<file path="config.mk">
export PLATFORM = sky130hd
export DESIGN_NAME = pixel_result_packer
export DESIGN_NICKNAME = d
export VERILOG_FILES = /design/src/rtl/pixel_pkg.sv /design/src/rtl/pixel_sync_fifo.sv /design/src/rtl/pixel_result_packer.sv
export SDC_FILE = /design/constraint.sdc
export NUM_CORES = 1
export LEC_CHECK = 0
export CAP_MARGIN = 40
export CELL_PAD_IN_SITES_DETAIL_PLACEMENT = 0
export CELL_PAD_IN_SITES_GLOBAL_PLACEMENT = 1
export CORE_MARGIN = 5
export CORE_UTILIZATION = 49
export DETAILED_ROUTE_END_ITERATION = 10
export PLACE_DENSITY_LB_ADDON = 0.2
export SLEW_MARGIN = 5
export SYNTH_ARGS = -nofsm -noshare
export SYNTH_HDL_FRONTEND = slang
export SYNTH_HIERARCHICAL = 1
export SYNTH_SLANG_ARGS = --single-unit
</file>
<file path="constraint.sdc">
create_clock -name Clk -period 4.15 [get_ports Clk]
set_input_delay 0.83 -clock Clk [delete_from_list [all_inputs] [get_ports Clk]]
set_output_delay 0.83 -clock Clk [all_outputs]
set_load 0.02 [all_outputs]
</file>
<file path="src/rtl/pixel_pkg.sv">
// Shared definitions for the pixel path, used by the packer and the upstream unit.
//   PIX_W      - width of an output pixel sample
//   RES_W      - width of a result sample from the processing unit
//   pix_word_t - {pix, eol, eof} word presented to the file writer
//   sat8()     - clamp an unsigned result sample to an 8-bit pixel
package pixel_pkg;

    localparam int PIX_W = 8;
    localparam int RES_W = 16;

    typedef struct packed {
        logic [PIX_W-1:0] pix;
        logic             eol;
        logic             eof;
    } pix_word_t;

    // Any result above the 8-bit range clamps to full scale.
    function automatic logic [PIX_W-1:0] sat8(input logic [RES_W-1:0] res);
        logic [PIX_W-1:0] pix_v;
        if (res > 16'd255) begin
            pix_v = 8'hFF;
        end else begin
            pix_v = res[PIX_W-1:0];
        end
        return pix_v;
    endfunction

endpackage

</file>
<file path="src/rtl/pixel_sync_fifo.sv">
// Synchronous first-word-fall-through FIFO.
// Ports:
//   clk, rst (async, active high), clr (synchronous flush)
//   wr_en/wr_data - push; the caller never pushes when full
//   rd_en         - pop of the word on rd_data; ignored when empty
//   rd_data       - head word, valid while rd_valid
//   count         - number of stored words, 0..DEPTH
// Pointers carry one extra bit so full (count == DEPTH) differs from empty.
module pixel_sync_fifo #(
    parameter int WIDTH = 8,
    parameter int DEPTH = 16
) (
    input  logic                     clk,
    input  logic                     rst,
    input  logic                     clr,
    input  logic                     wr_en,
    input  logic [WIDTH-1:0]         wr_data,
    input  logic                     rd_en,
    output logic [WIDTH-1:0]         rd_data,
    output logic                     rd_valid,
    output logic [$clog2(DEPTH):0]   count
);

    localparam int AW = $clog2(DEPTH);

    logic [WIDTH-1:0] mem_r [DEPTH];
    logic [AW:0]      wr_ptr_r;
    logic [AW:0]      rd_ptr_r;
    logic             do_rd_s;

    assign count    = wr_ptr_r - rd_ptr_r;
    assign rd_valid = (count != (AW+1)'(0));
    assign rd_data  = mem_r[rd_ptr_r[AW-1:0]];
    assign do_rd_s  = rd_en && rd_valid;

    // Storage array; contents are only meaningful between the pointers.
    always_ff @(posedge clk) begin
        if (wr_en) begin
            mem_r[wr_ptr_r[AW-1:0]] <= wr_data;
        end
    end

    // Read/write pointers, flushed by reset or clr.
    always_ff @(posedge clk or posedge rst) begin
        if (rst) begin
            wr_ptr_r <= (AW+1)'(0);
            rd_ptr_r <= (AW+1)'(0);
        end else if (clr) begin
            wr_ptr_r <= (AW+1)'(0);
            rd_ptr_r <= (AW+1)'(0);
        end else begin
            if (wr_en) begin
                wr_ptr_r <= wr_ptr_r + (AW+1)'(1);
            end
            if (do_rd_s) begin
                rd_ptr_r <= rd_ptr_r + (AW+1)'(1);
            end
        end
    end

endmodule

</file>
<file path="src/rtl/pixel_result_packer.sv">
// Saturates the 16-bit result stream to 8-bit pixels, buffers them and emits
// them with end-of-line / end-of-frame tags.
// Ports:
//   Clk, Rst (async, active high), Clr (synchronous flush)
//   In_C/In_Valid/In_Ready          - result sample input handshake
//   Out_Pix/Out_Valid/Out_Ready     - pixel output handshake
//   Out_Eol/Out_Eof                 - line / frame tags, qualified by Out_Valid
//   Sat_Count                       - saturated-sample count
// Build option PACKER_SATCNT_EN enables the Sat_Count counter; without it the
// port reads 0.
// Tags come from position counters that advance on pop, so they always
// describe the word currently at the FIFO head.
module pixel_result_packer
    import pixel_pkg::*;
#(
    parameter int DEPTH    = 16,
    parameter int IMG_W    = 256,
    parameter int IMG_H    = 256,
    parameter int CHANNELS = 3
) (
    input  logic              Clk,
    input  logic              Rst,
    input  logic              Clr,
    input  logic [RES_W-1:0]  In_C,
    input  logic              In_Valid,
    output logic              In_Ready,
    output logic [PIX_W-1:0]  Out_Pix,
    output logic              Out_Valid,
    input  logic              Out_Ready,
    output logic              Out_Eol,
    output logic              Out_Eof,
    output logic [15:0]       Sat_Count
);

    localparam int AW       = $clog2(DEPTH);
    localparam int LINE_LEN = IMG_W * CHANNELS;
    localparam int COL_W    = (LINE_LEN > 1) ? $clog2(LINE_LEN) : 1;
    localparam int ROW_W    = (IMG_H > 1) ? $clog2(IMG_H) : 1;

    logic             stage_valid_r;
    logic [PIX_W-1:0] stage_pix_r;
    logic [COL_W-1:0] col_r;
    logic [ROW_W-1:0] row_r;

    logic [AW:0]      fifo_count_s;
    logic [AW:0]      occupancy_s;
    logic [PIX_W-1:0] fifo_pix_s;
    logic             fifo_valid_s;
    logic             in_ready_s;
    logic             take_s;
    logic             pop_s;
    logic             eol_s;
    logic             eof_s;
    pix_word_t        out_word_s;

    // The stage register counts toward capacity so an accepted sample always
    // has a FIFO slot waiting for it; Rst holds the input closed.
    assign occupancy_s = fifo_count_s + {{AW{1'b0}}, stage_valid_r};
    assign in_ready_s  = !Rst && !Clr && (occupancy_s < (AW+1)'(DEPTH));
    assign take_s      = In_Valid && in_ready_s;
    assign pop_s       = fifo_valid_s && Out_Ready && !Clr;

    assign eol_s = (col_r == COL_W'(LINE_LEN - 1));
    assign eof_s = eol_s && (row_r == ROW_W'(IMG_H - 1));

    pixel_sync_fifo #(
        .WIDTH (PIX_W),
        .DEPTH (DEPTH)
    ) u_fifo (
        .clk      (Clk),
        .rst      (Rst),
        .clr      (Clr),
        .wr_en    (stage_valid_r && !Clr),
        .wr_data  (stage_pix_r),
        .rd_en    (pop_s),
        .rd_data  (fifo_pix_s),
        .rd_valid (fifo_valid_s),
        .count    (fifo_count_s)
    );

    // Saturating input stage; drains into the FIFO on the following edge.
    always_ff @(posedge Clk or posedge Rst) begin
        if (Rst) begin
            stage_valid_r <= 1'b0;
            stage_pix_r   <= {PIX_W{1'b0}};
        end else if (Clr) begin
            stage_valid_r <= 1'b0;
            stage_pix_r   <= {PIX_W{1'b0}};
        end else begin
            stage_valid_r <= take_s;
            if (take_s) begin
                stage_pix_r <= sat8(In_C);
            end
        end
    end

    // Column/row position of the head word; wraps to 0 after the frame end.
    always_ff @(posedge Clk or posedge Rst) begin
        if (Rst) begin
            col_r <= {COL_W{1'b0}};
            row_r <= {ROW_W{1'b0}};
        end else if (Clr) begin
            col_r <= {COL_W{1'b0}};
            row_r <= {ROW_W{1'b0}};
        end else if (pop_s) begin
            if (eol_s) begin
                col_r <= {COL_W{1'b0}};
                if (eof_s) begin
                    row_r <= {ROW_W{1'b0}};
                end else begin
                    row_r <= row_r + ROW_W'(1);
                end
            end else begin
                col_r <= col_r + COL_W'(1);
            end
        end
    end

    // Output word; pixel and tags read as 0 while nothing is valid.
    always_comb begin
        out_word_s = '0;
        if (fifo_valid_s) begin
            out_word_s.pix = fifo_pix_s;
            out_word_s.eol = eol_s;
            out_word_s.eof = eof_s;
        end else begin
            out_word_s = '0;
        end
    end

    assign In_Ready  = in_ready_s;
    assign Out_Valid = fifo_valid_s;
    assign Out_Pix   = out_word_s.pix;
    assign Out_Eol   = out_word_s.eol;
    assign Out_Eof   = out_word_s.eof;

`ifdef PACKER_SATCNT_EN
    logic [15:0] sat_count_r;

    // Counts accepted samples that clamp, holding at full scale.
    always_ff @(posedge Clk or posedge Rst) begin
        if (Rst) begin
            sat_count_r <= 16'd0;
        end else if (Clr) begin
            sat_count_r <= 16'd0;
        end else if (take_s && (In_C > 16'd255) && (sat_count_r != 16'hFFFF)) begin
            sat_count_r <= sat_count_r + 16'd1;
        end
    end

    assign Sat_Count = sat_count_r;
`else
    assign Sat_Count = 16'd0;
`endif

endmodule

</file>
Word level (Yosys, flattened, before mapping). Memories as Yosys holds them, arrays and structs flattened. Index checks and enable logic that the tools add are counted.

Register bits after elaboration: 37. Bits in latches: 0. Bits in writable memories: 128. ROM bits: 0. Bits of input ports: 21. Output and inout bits: 28. Memories kept: 1.

Memories: u_fifo.mem_r (depth 16, bits a word 8, rd ports 1, clocked after memory_dff 0, wr ports 1, line pixel_sync_fifo.sv:26) `logic [WIDTH-1:0] mem_r [DEPTH];`.

Add/subtract/negate cells: 6. Multipliers: 0. Divide/modulo/power cells: 0. Magnitude comparators: 2. Equality and inequality tests: 2. Shift-type cells: 0. Multiplexer cells: 18. Bitwise operators: 0. Reduce and logical (&&, ||, !) cells: 17.

Operators by type and width (number): 2-to-1 mux 8 bit (7); 2-to-1 mux 10 bit (4); 2-to-1 mux 5 bit (4); > comparator 16 x 8 -> 1 bit, second input constant (1); adder 10 x 1 -> 10 bit, second input constant (1); adder 5 x 1 -> 5 bit, second input constant (2); equality test 10 bit, second input constant (1); nonzero test 2 bit (5); adder 8 x 1 -> 8 bit, second input constant (1); equality test 8 bit, second input constant (1); logical AND 1 bit (8); adder 5 x 1 -> 5 bit (1); < comparator 5 bit, second input constant (1); nonzero test 5 bit (1); subtractor 5 bit (1); 2-to-1 mux 1 bit (3); logical NOT 1 bit (2); AND reduction 2 bit (1).

Depth between registers and ports, before layout. Gate-level depths: netlist of run 1.

Word-level depth: 7. Depth in mapped cells: 14. Mapped depth without buffers: 13.

Cells and area by module. The synthesis of run 1 kept the hierarchy.

Modules (own cells, without submodules): pixel_sync_fifo (instances 1, cells an instance 327, area an instance 5723.0 µm²); pixel_result_packer (instances 1, cells an instance 184, area an instance 1660.3 µm²).

Worst setup path after synthesis of run 1. Ideal clock, no wire load.

Path type: register to output. From: reg u_fifo.rd_ptr_r[1]. To: out Out_Eof. Arrival: 3.042 ns. Slack: 0.278 ns. Cell stages (with the launch flop): 11. Path buffers: 3. Cells stage by stage: dfrtp_1 -> buf_2 -> buf_1 -> clkinv_1 -> fa_1 -> a21o_1 -> a21oi_1 -> xnor2_1 -> nand2_1 -> clkbuf_1 -> and3_1.

Word-level cells in the longest chain between the ends: 3.

Ends and longest elaborated chain: from (decl) (line pixel_sync_fifo.sv:28) `logic [AW:0] rd_ptr_r;`; from (signal assigned) (line pixel_sync_fifo.sv:47) `rd_ptr_r <= (AW+1)'(0);`; from (signal assigned) (line pixel_sync_fifo.sv:50) `rd_ptr_r <= (AW+1)'(0);`; from (signal assigned) (line pixel_sync_fifo.sv:56) `rd_ptr_r <= rd_ptr_r + (AW+1)'(1);`; subtractor 5 bit (line pixel_sync_fifo.sv:31) `assign count = wr_ptr_r - rd_ptr_r;`; nonzero test 5 bit (line pixel_sync_fifo.sv:32) `assign rd_valid = (count != (AW+1)'(0));`; via Out_Valid (line pixel_result_packer.sv:28) `output logic Out_Valid,`; 2-to-1 mux 10 bit (line pixel_result_packer.sv:122) `if (fifo_valid_s) begin`; to (decl) (line pixel_result_packer.sv:31) `output logic Out_Eof,`.

The timed path passes the listed nets, and every way through them passes these cells.

Worst setup path after layout of run 1.
From: reg u_fifo.wr_ptr_r[0]. To: out In_Ready.

Word-level cells in the longest chain between the ends: 4.

Ends and longest elaborated chain: from (decl) (line pixel_sync_fifo.sv:27) `logic [AW:0] wr_ptr_r;`; from (signal assigned) (line pixel_sync_fifo.sv:46) `wr_ptr_r <= (AW+1)'(0);`; from (signal assigned) (line pixel_sync_fifo.sv:49) `wr_ptr_r <= (AW+1)'(0);`; from (signal assigned) (line pixel_sync_fifo.sv:53) `wr_ptr_r <= wr_ptr_r + (AW+1)'(1);`; subtractor 5 bit (line pixel_sync_fifo.sv:31); via fifo_count_s[4] (line pixel_result_packer.sv:45) `logic [AW:0] fifo_count_s;`; adder 5 x 1 -> 5 bit (line pixel_result_packer.sv:58) `assign occupancy_s = fifo_count_s + {{AW{1'b0}}, stage_valid_r};`; < comparator 5 bit (line pixel_result_packer.sv:59) `assign in_ready_s = !Rst && !Clr && (occupancy_s < (AW+1)'(DEPTH));`; logical AND 1 bit (line pixel_result_packer.sv:59); to (decl) (line pixel_result_packer.sv:26) `output logic In_Ready,`.

The timed path passes the listed nets, and every way through them passes these cells.

==> results of run 1 <==
-- flip-flops by register name (all words and copies together) (netlist names) --
register and cells:
u_fifo/wr_ptr_r 5, u_fifo/rd_ptr_r 5, stage_pix_r 8, col_r 10
stage_valid_r 1, row_r 8, u_fifo/mem_r 128
-- kinds of logic (layout without fill, tap and decap cells) --
family          count (synthesis)  after routing
buf+inv                        51             98
fa+ha+maj                      12             12
xor+xnor                       14             14
flops                         165            165
mux                            47             47
compound gates                 39             39
simple gates                  182            182
other cells                     1             16
-- metrics by stage --
stage                     power (µW)  cell area, µm²
after floorplan                 1930            7440
after global placement          1970            7870
after detailed placement        1970            7950
after CTS                       3330            8470
after global routing            3420            8490
final                           3300            8490
-- worst max-delay path, delay by kind of cell (launching register included) --
family	cells	cell delay (ps)
AND/OR/NAND/NOR	2	390
AO/OA/AOI/OAI	2	430
flip-flops	1	430
XOR/XNOR	1	220
adder cells (fa/ha/maj)	2	580
buffers and inverters	4	600
-- area by class of cell --
class	instances	area, µm²	share of cell area
well taps	184	230	0.0271
clock buffers	24	452	0.0532
multi-input cells	310	2410	0.284
inverters	12	45.0	0.00530
clock inverters	8	57.6	0.00678
flip-flops and latches	165	4770	0.562
repair buffers	54	528	0.0622
-- power by group --
| part | internal, µW | switching [µW] | leakage (µW) |
|---|---|---|---|
| Clock | 765 | 600 | 0.000236 |
| Combinational | 42.9 | 56.5 | 0.00126 |
| Sequential | 1810 | 32.5 | 0.00168 |
| Total | 2610 | 689 | 0.00318 |
-- layer usage --
metal  GRT usage  wire length, µm  up-vias
li1            -                -     1983
met5           0                0        -
met3      0.0414              712       17
met4      0.0693              269        0
met1       0.242             6570     2160
met2       0.292             7430      116
-- layout by cell type, fill, tap and decap left out, drive strengths merged, types with 3 or more instances in the layout --
cell / count
a21oi: 13
a31oi: 10
and2: 11
and3: 13
and4: 3
buf: 22
clkbuf: 24
clkdlybuf4s50: 20
clkinv: 5
clkinvlp: 3
conb: 16
dfrtp: 37
dlygate4sd2: 3
dlymetal6s2s: 9
edfxtp: 128
ha: 11
inv: 12
mux2: 5
mux2i: 10
mux4: 32
nand2: 54
nand2b: 16
nand3: 6
nand3b: 3
nand4: 6
nor2: 40
nor2b: 5
nor3: 6
nor4: 5
o21ai: 9
or3: 6
or4: 4
xnor2: 5
xor2: 9
-- worst min path at each step --
| stage | startpoint | end | slack (ps) | cells after the start |
|---|---|---|---|---|
| 5_1_grt | col_r[1] | col_r[1] | 580 | 2 |
| 6_report | col_r[1] | col_r[1] | 550 | 2 |
| 3_3_place_gp | col_r[1] | col_r[1] | 530 | 2 |
| 2_1_floorplan | row_r[4] | row_r[4] | 500 | 2 |
| 4_1_cts | col_r[1] | col_r[1] | 550 | 2 |
| 3_5_place_dp | row_r[4] | row_r[4] | 540 | 2 |
-- repair_timing --
action,4_1_cts,5_1_grt
gates resized for setup,5,10
setup endpoints to repair,11,10
buffers inserted,0,0
endpoints found under the hold margin,0,0
==> flow_metrics.py, run 1 <==
metrics = {
    "sta": {
        "setup_viol": 0,
        "slew_headroom": 0.399,
        "whs_ps": 554,
        "grt_setup_unrepaired": "no",
        "fin_crit_ps": 3900,
        "final_hold_viol_count": 0,
        "fin_setup_tns_ps": 0,
        "skew_ps": 11.0,
        "tightestPinTransition_ps": 898,
        "max_freq_mhz": 257,
        "fin_ws_ps": 254,
        "finalCritPeriodShare": 0.939,
        "maxSlewViolCount": 0,
    },
    "synth": {
        "synthTopCellsByCount": "edfxtp_1 (128), nand2_1 (54), nor2_1 (40), dfrtp_1 (37), mux4_2 (32)",
        "synth_xor_area_frac": 0.0176,
        "synth.avg_cell_area_um2": 14.4,
        "ys_top_cells_by_area": "edfxtp_1 (52%), dfrtp_1 (13%), mux4_2 (9.8%)",
        "synthSimpleGateAreaFrac": 0.125,
        "yosysTopAreaCell": "edfxtp_1",
        "synthArstFlopShare": 0.224,
        "yosys.area_share.adder": 0.0214,
        "yosysSeqAreaShare": 0.646,
        "synth_mux_area_frac": 0.119,
        "synth_cells": 511,
        "netlist_area_um2": 7380,
        "synth_seq_cells": 165,
        "synth_edf_count": 128,
        "synth_compound_area_frac": 0.0334,
        "post-synth-top-count-cell": "edfxtp_1",
        "synth_top_family_by_area": "simple AND/OR/NAND/NOR gates",
        "yosys_warnings": 6,
        "synth.top_cell.area_share": 0.521,
        "synthFlopType": "edfxtp_1",
        "synthDistinctLibCells": 51,
    },
    "drt": {
        "drc": 0,
        "wire_per_inst_um": 19.8,
        "avgViaCountPerCell": 5.65,
        "vias": 4276,
        "drtIter0Drc": 316,
        "routed_wl_um": 15000,
        "drt_first_pass_iters": 5,
        "ant_nets": 0,
    },
    "clock_network": {
        "cts_max_level": 4,
        "holdBufCountCts": 0,
        "clock_sinks": 165,
        "cts_tree": "built",
        "root_buffer": "clkbuf_16",
        "clk_pin_slew_worst_paths_ps": 60,
        "ctsLongestPathBuffers": 2,
        "cts_buffers": 17,
        "clkLatencyLatePin_ps": 420,
    },
    "worst_setup_path": {
        "crit_chain": "inv_1 -> ha_1 -> inv_1 -> fa_1 -> a21o_1 -> a21oi_1 -> xnor2_2 -> inv_1 -> nor3_2 -> and3b_1 -> dlygate4sd2_1",
        "startpoint_type": "flip-flop",
        "r2r_end": "row_r[3]",
        "r2r_slack_ps": 650,
        "cp-endpoint": "In_Ready",
        "cp-startpoint": "u_fifo/wr_ptr_r[0]",
        "r2r-start": "u_fifo/wr_ptr_r[0]",
        "slowest_delay_ps": 430,
        "cpMostUsedCell": "inv_1",
        "cp.arrival_ps": 3070,
        "critPathMaxFanout": 6,
        "crit_slowest_cell": "dfrtp_1",
        "r2r_cells": 13,
        "cp-end-kind": "primary output",
        "cp.required_ps": 3320,
        "path_class": "flip-flop to primary output",
    },
    "floorplanning": {
        "core_um2": 14600,
        "fp.dieH_um": 133,
        "initial_core_util": 0.504,
        "fp.dieW_um": 133,
        "dieArea_um2": 17600,
        "rows": 44,
        "io_pins": 49,
    },
    "final_layout": {
        "nFillCells": 1151,
        "final_cells": 757,
        "final_nets": 593,
        "drive_gt1_frac": 0.157,
        "antennaDiodeCount": 0,
        "area_growth_pct": 15.0,
        "post-route-util": 0.580,
    },
    "grt": {
        "antenna_found_initial": 0,
        "globalRouteOverflowTotal": 0,
        "grt_usage": 0.181,
        "first_global_vias": 4396,
        "grt_pass1_wl_um": 24300,
        "grt_max_degree": 37,
    },
    "power_and_ir_drop": {
        "max-vdd-ir-drop_mv": 0.323,
        "p_leak_uw": 0.00318,
        "p_per_area_nw_per_um2": 389,
    },
    "place": {
        "portBuffers": 32,
        "dp_cells": 725,
        "place_congestion": 0.808,
        "hpwl_um": 10300,
        "dp_worst_setup_slack_ps": 380,
    },
    "job": {
        "cap_violations": 0,
    },
    "min_path": {
        "hold_path_class": "flip-flop to flip-flop",
    },
    "outcome": {
        "outcome": "complete, no violations",
    },
}
(Power assumes the default switching activity.)
==> run 2: changes to the inputs <==
--- a/config.mk
+++ b/config.mk
@@ -8,12 +8,11 @@
 export CAP_MARGIN = 40
 export CELL_PAD_IN_SITES_DETAIL_PLACEMENT = 0
 export CELL_PAD_IN_SITES_GLOBAL_PLACEMENT = 1
-export CORE_MARGIN = 5
-export CORE_UTILIZATION = 49
+export CORE_MARGIN = 4
+export CORE_UTILIZATION = 50
 export DETAILED_ROUTE_END_ITERATION = 10
 export PLACE_DENSITY_LB_ADDON = 0.2
 export SLEW_MARGIN = 5
 export SYNTH_ARGS = -nofsm -noshare
 export SYNTH_HDL_FRONTEND = slang
-export SYNTH_HIERARCHICAL = 1
 export SYNTH_SLANG_ARGS = --single-unit
==> constraint.sdc (replaced) <==
create_clock -name Clk -period 4.1 [get_ports Clk]
set_input_delay 0.82 -clock Clk [delete_from_list [all_inputs] [get_ports Clk]]
set_output_delay 0.82 -clock Clk [all_outputs]
set_load 0.02 [all_outputs]
==> run 2 against run 1 <==
Net effect:
- synthesized cell count fell by 4.3%
- combinational power grew to 11 times the previous value
- flip-flop and latch count is the same
- clock power grew 18%
- first-iteration DRC count grew 20%
- largest cell class unchanged
- non-clock buffer count is 13 lower
- via count down 2.3%
- count of clock-buffer cells in the layout decreased by 6
==> flow_metrics.py, run 2 <==
metrics = {
    "synth": {
        "synth.top_cell.area_share": 0.524,
        "synth_seq_cells": 165,
        "synth_cells": 489,
        "post-synth-top-count-cell": "edfxtp_1",
        "yosysSeqAreaShare": 0.651,
        "netlist_area_um2": 7330,
        "synthTopCellsByCount": "edfxtp_1 (128), dfrtp_1 (37), mux4_2 (32), nor2_1 (31), nand2_1 (29)",
        "yosys_warnings": 0,
        "ys_top_cells_by_area": "edfxtp_1 (52%), dfrtp_1 (13%), mux4_2 (9.8%)",
        "synthDistinctLibCells": 50,
        "yosysTopAreaCell": "edfxtp_1",
        "synth_edf_count": 128,
        "synthFlopType": "edfxtp_1",
        "synthArstFlopShare": 0.224,
        "synth.avg_cell_area_um2": 15.0,
    },
    "final_layout": {
        "final_common_cell": "edfxtp_1",
        "mostFrequentLayoutCells": "edfxtp_1 (128), dfrtp_1 (36), mux4_2 (32)",
        "largest_reg_flops": 128,
        "antennaDiodeCount": 0,
        "final_nets": 560,
        "area_growth_pct": 14.4,
        "drive_gt1_frac": 0.157,
    },
    "clock_network": {
        "postCtsSetupRepairBufs": 0,
        "holdBufCountCts": 0,
        "cts_buffers": 17,
        "root_buffer": "clkbuf_16",
        "cts_max_level": 4,
        "ctsLongestPathBuffers": 2,
        "clock_sinks": 165,
        "clkLatencyLatePin_ps": 420,
        "clk_pin_slew_worst_paths_ps": 60,
        "cts_tree": "built",
    },
    "sta": {
        "fin_crit_ps": 3920,
        "finalCritPeriodShare": 0.957,
        "grt_setup_unrepaired": "no",
        "fin_setup_tns_ps": 0,
        "maxSlewViolCount": 0,
        "slew_headroom": 0.441,
        "final_hold_viol_count": 0,
        "max_freq_mhz": 255,
        "tightestPinTransition_ps": 833,
        "setup_viol": 0,
        "skew_ps": 7.13,
    },
    "floorplanning": {
        "initial_core_util": 0.520,
        "dieArea_um2": 16700,
        "rows": 43,
        "fp.dieW_um": 129,
        "io_pins": 49,
        "fp.dieH_um": 129,
        "core_um2": 14100,
    },
    "worst_setup_path": {
        "r2r-start": "u_fifo.wr_ptr_r[0]",
        "r2r_slack_ps": 1040,
        "cp.required_ps": 3280,
        "r2r_cells": 10,
        "cpMostUsedCell": "inv_1",
        "cp.arrival_ps": 3100,
        "crit_chain": "inv_1 -> ha_1 -> fa_1 -> nand2b_1 -> a21oi_2 -> xnor2_2 -> nor3_1 -> buf_4 -> inv_1 -> and3_1 -> dlygate4sd2_1",
        "cp-end-kind": "primary output",
        "cp-endpoint": "Out_Eof",
        "cp-startpoint": "u_fifo.wr_ptr_r[0]",
        "critPathMaxFanout": 12,
        "path_class": "flip-flop to primary output",
        "crit_slowest_cell": "dfrtp_1",
        "startpoint_type": "flip-flop",
        "slowest_delay_ps": 440,
        "r2r_end": "u_fifo.rd_ptr_r[0]",
    },
    "power_and_ir_drop": {
        "p_per_area_nw_per_um2": 565,
        "finalPower_uw": 4740,
        "p_leak_uw": 0.00306,
        "max-vdd-ir-drop_mv": 0.303,
    },
    "drt": {
        "routed_wl_um": 15100,
        "ant_nets": 0,
        "drt_first_pass_iters": 5,
        "drc": 0,
        "drtIter0Drc": 378,
        "vias": 4177,
        "wire_per_inst_um": 20.9,
        "avgViaCountPerCell": 5.80,
    },
    "outcome": {
        "outcome": "complete, no violations",
    },
    "job": {
        "cap_violations": 0,
    },
    "grt": {
        "grt_max_degree": 40,
        "grt_pass1_wl_um": 24100,
        "globalRouteOverflowTotal": 0,
        "grt_usage": 0.195,
        "first_global_vias": 4206,
        "antenna_found_initial": 0,
    },
    "place": {
        "place_congestion": 0.776,
        "hpwl_um": 9740,
        "portBuffers": 32,
    },
    "min_path": {
        "hold_path_class": "flip-flop to flip-flop",
    },
}
## run 2: worst min-delay path by stage
stage / start / endpoint / slack (ps) / cells after the start
2_1_floorplan: col_r[1] / col_r[1] / 510 / 2
3_3_place_gp: col_r[1] / col_r[1] / 530 / 2
3_5_place_dp: row_r[6] / row_r[6] / 550 / 2
4_1_cts: col_r[1] / col_r[1] / 560 / 2
5_1_grt: col_r[1] / col_r[1] / 590 / 2
6_report: col_r[1] / col_r[1] / 560 / 2
## run 2: logic make-up (layout without fill, tap and decap cells)
family                   count (synthesis)  count (layout)  synth area share
flip-flops                             165             165             0.651
multiplexers                            50              50             0.123
other                                    1              16          0.000512
AO/OA/AOI/OAI                           55              55            0.0483
AND/OR/NAND/NOR                        146             146             0.105
buffers and inverters                   50              86            0.0367
XOR/XNOR                                10              10            0.0140
adder cells (fa/ha/maj)                 12              12            0.0215
## run 2: per-stage QoR
step           area, µm²  hold WS [ps]  worst slack [ps]   util  instances
6_report            8390           561               177  0.595        720
5_1_grt             8390           595              3.74  0.595        720
3_5_place_dp        7790           548               314  0.552        688
2_1_floorplan       7390           513               662      -        504
3_3_place_gp        7770           530               385  0.551        687
4_1_cts             8380           563              66.6  0.595        720
## run 2: repair_timing
item | in CTS | in global routing
hold endpoints to repair | 0 | 0
setup endpoints to repair | 11 | 2
pin swaps | 0 | 0
resized for setup | 12 | 2
## run 2: power breakdown
group	internal (µW)	switching, µW
Combinational	479	657
Sequential	1900	107
Clock	917	682
## run 2: metal layers
layer | up-vias | routed length (µm) | GRT usage
li1 | 1906 | - | -
met1 | 2140 | 6790 | 0.282
met2 | 117 | 7270 | 0.301
met3 | 14 | 816 | 0.0404
met4 | 0 | 180 | 0.0593
met5 | - | 0 | 0
## run 2: critical path, delay by kind of cell, from the launching register on
family                   cells  cell delay, ps
adder cells (fa/ha/maj)      2             630
XOR/XNOR                     1             150
buffers and inverters        4             770
flip-flops                   1             440
AO/OA/AOI/OAI                1             180
AND/OR/NAND/NOR              3             520
## run 2: area by class of cell
type / instances / area, µm²
clock buffer: 18 / 429
clock inverter: 14 / 173
fill: 1077 / 5710
inverter: 13 / 50.0
multi-input combinational: 289 / 2350
sequential: 165 / 4770
tap: 180 / 225
timing repair buffer: 41 / 388
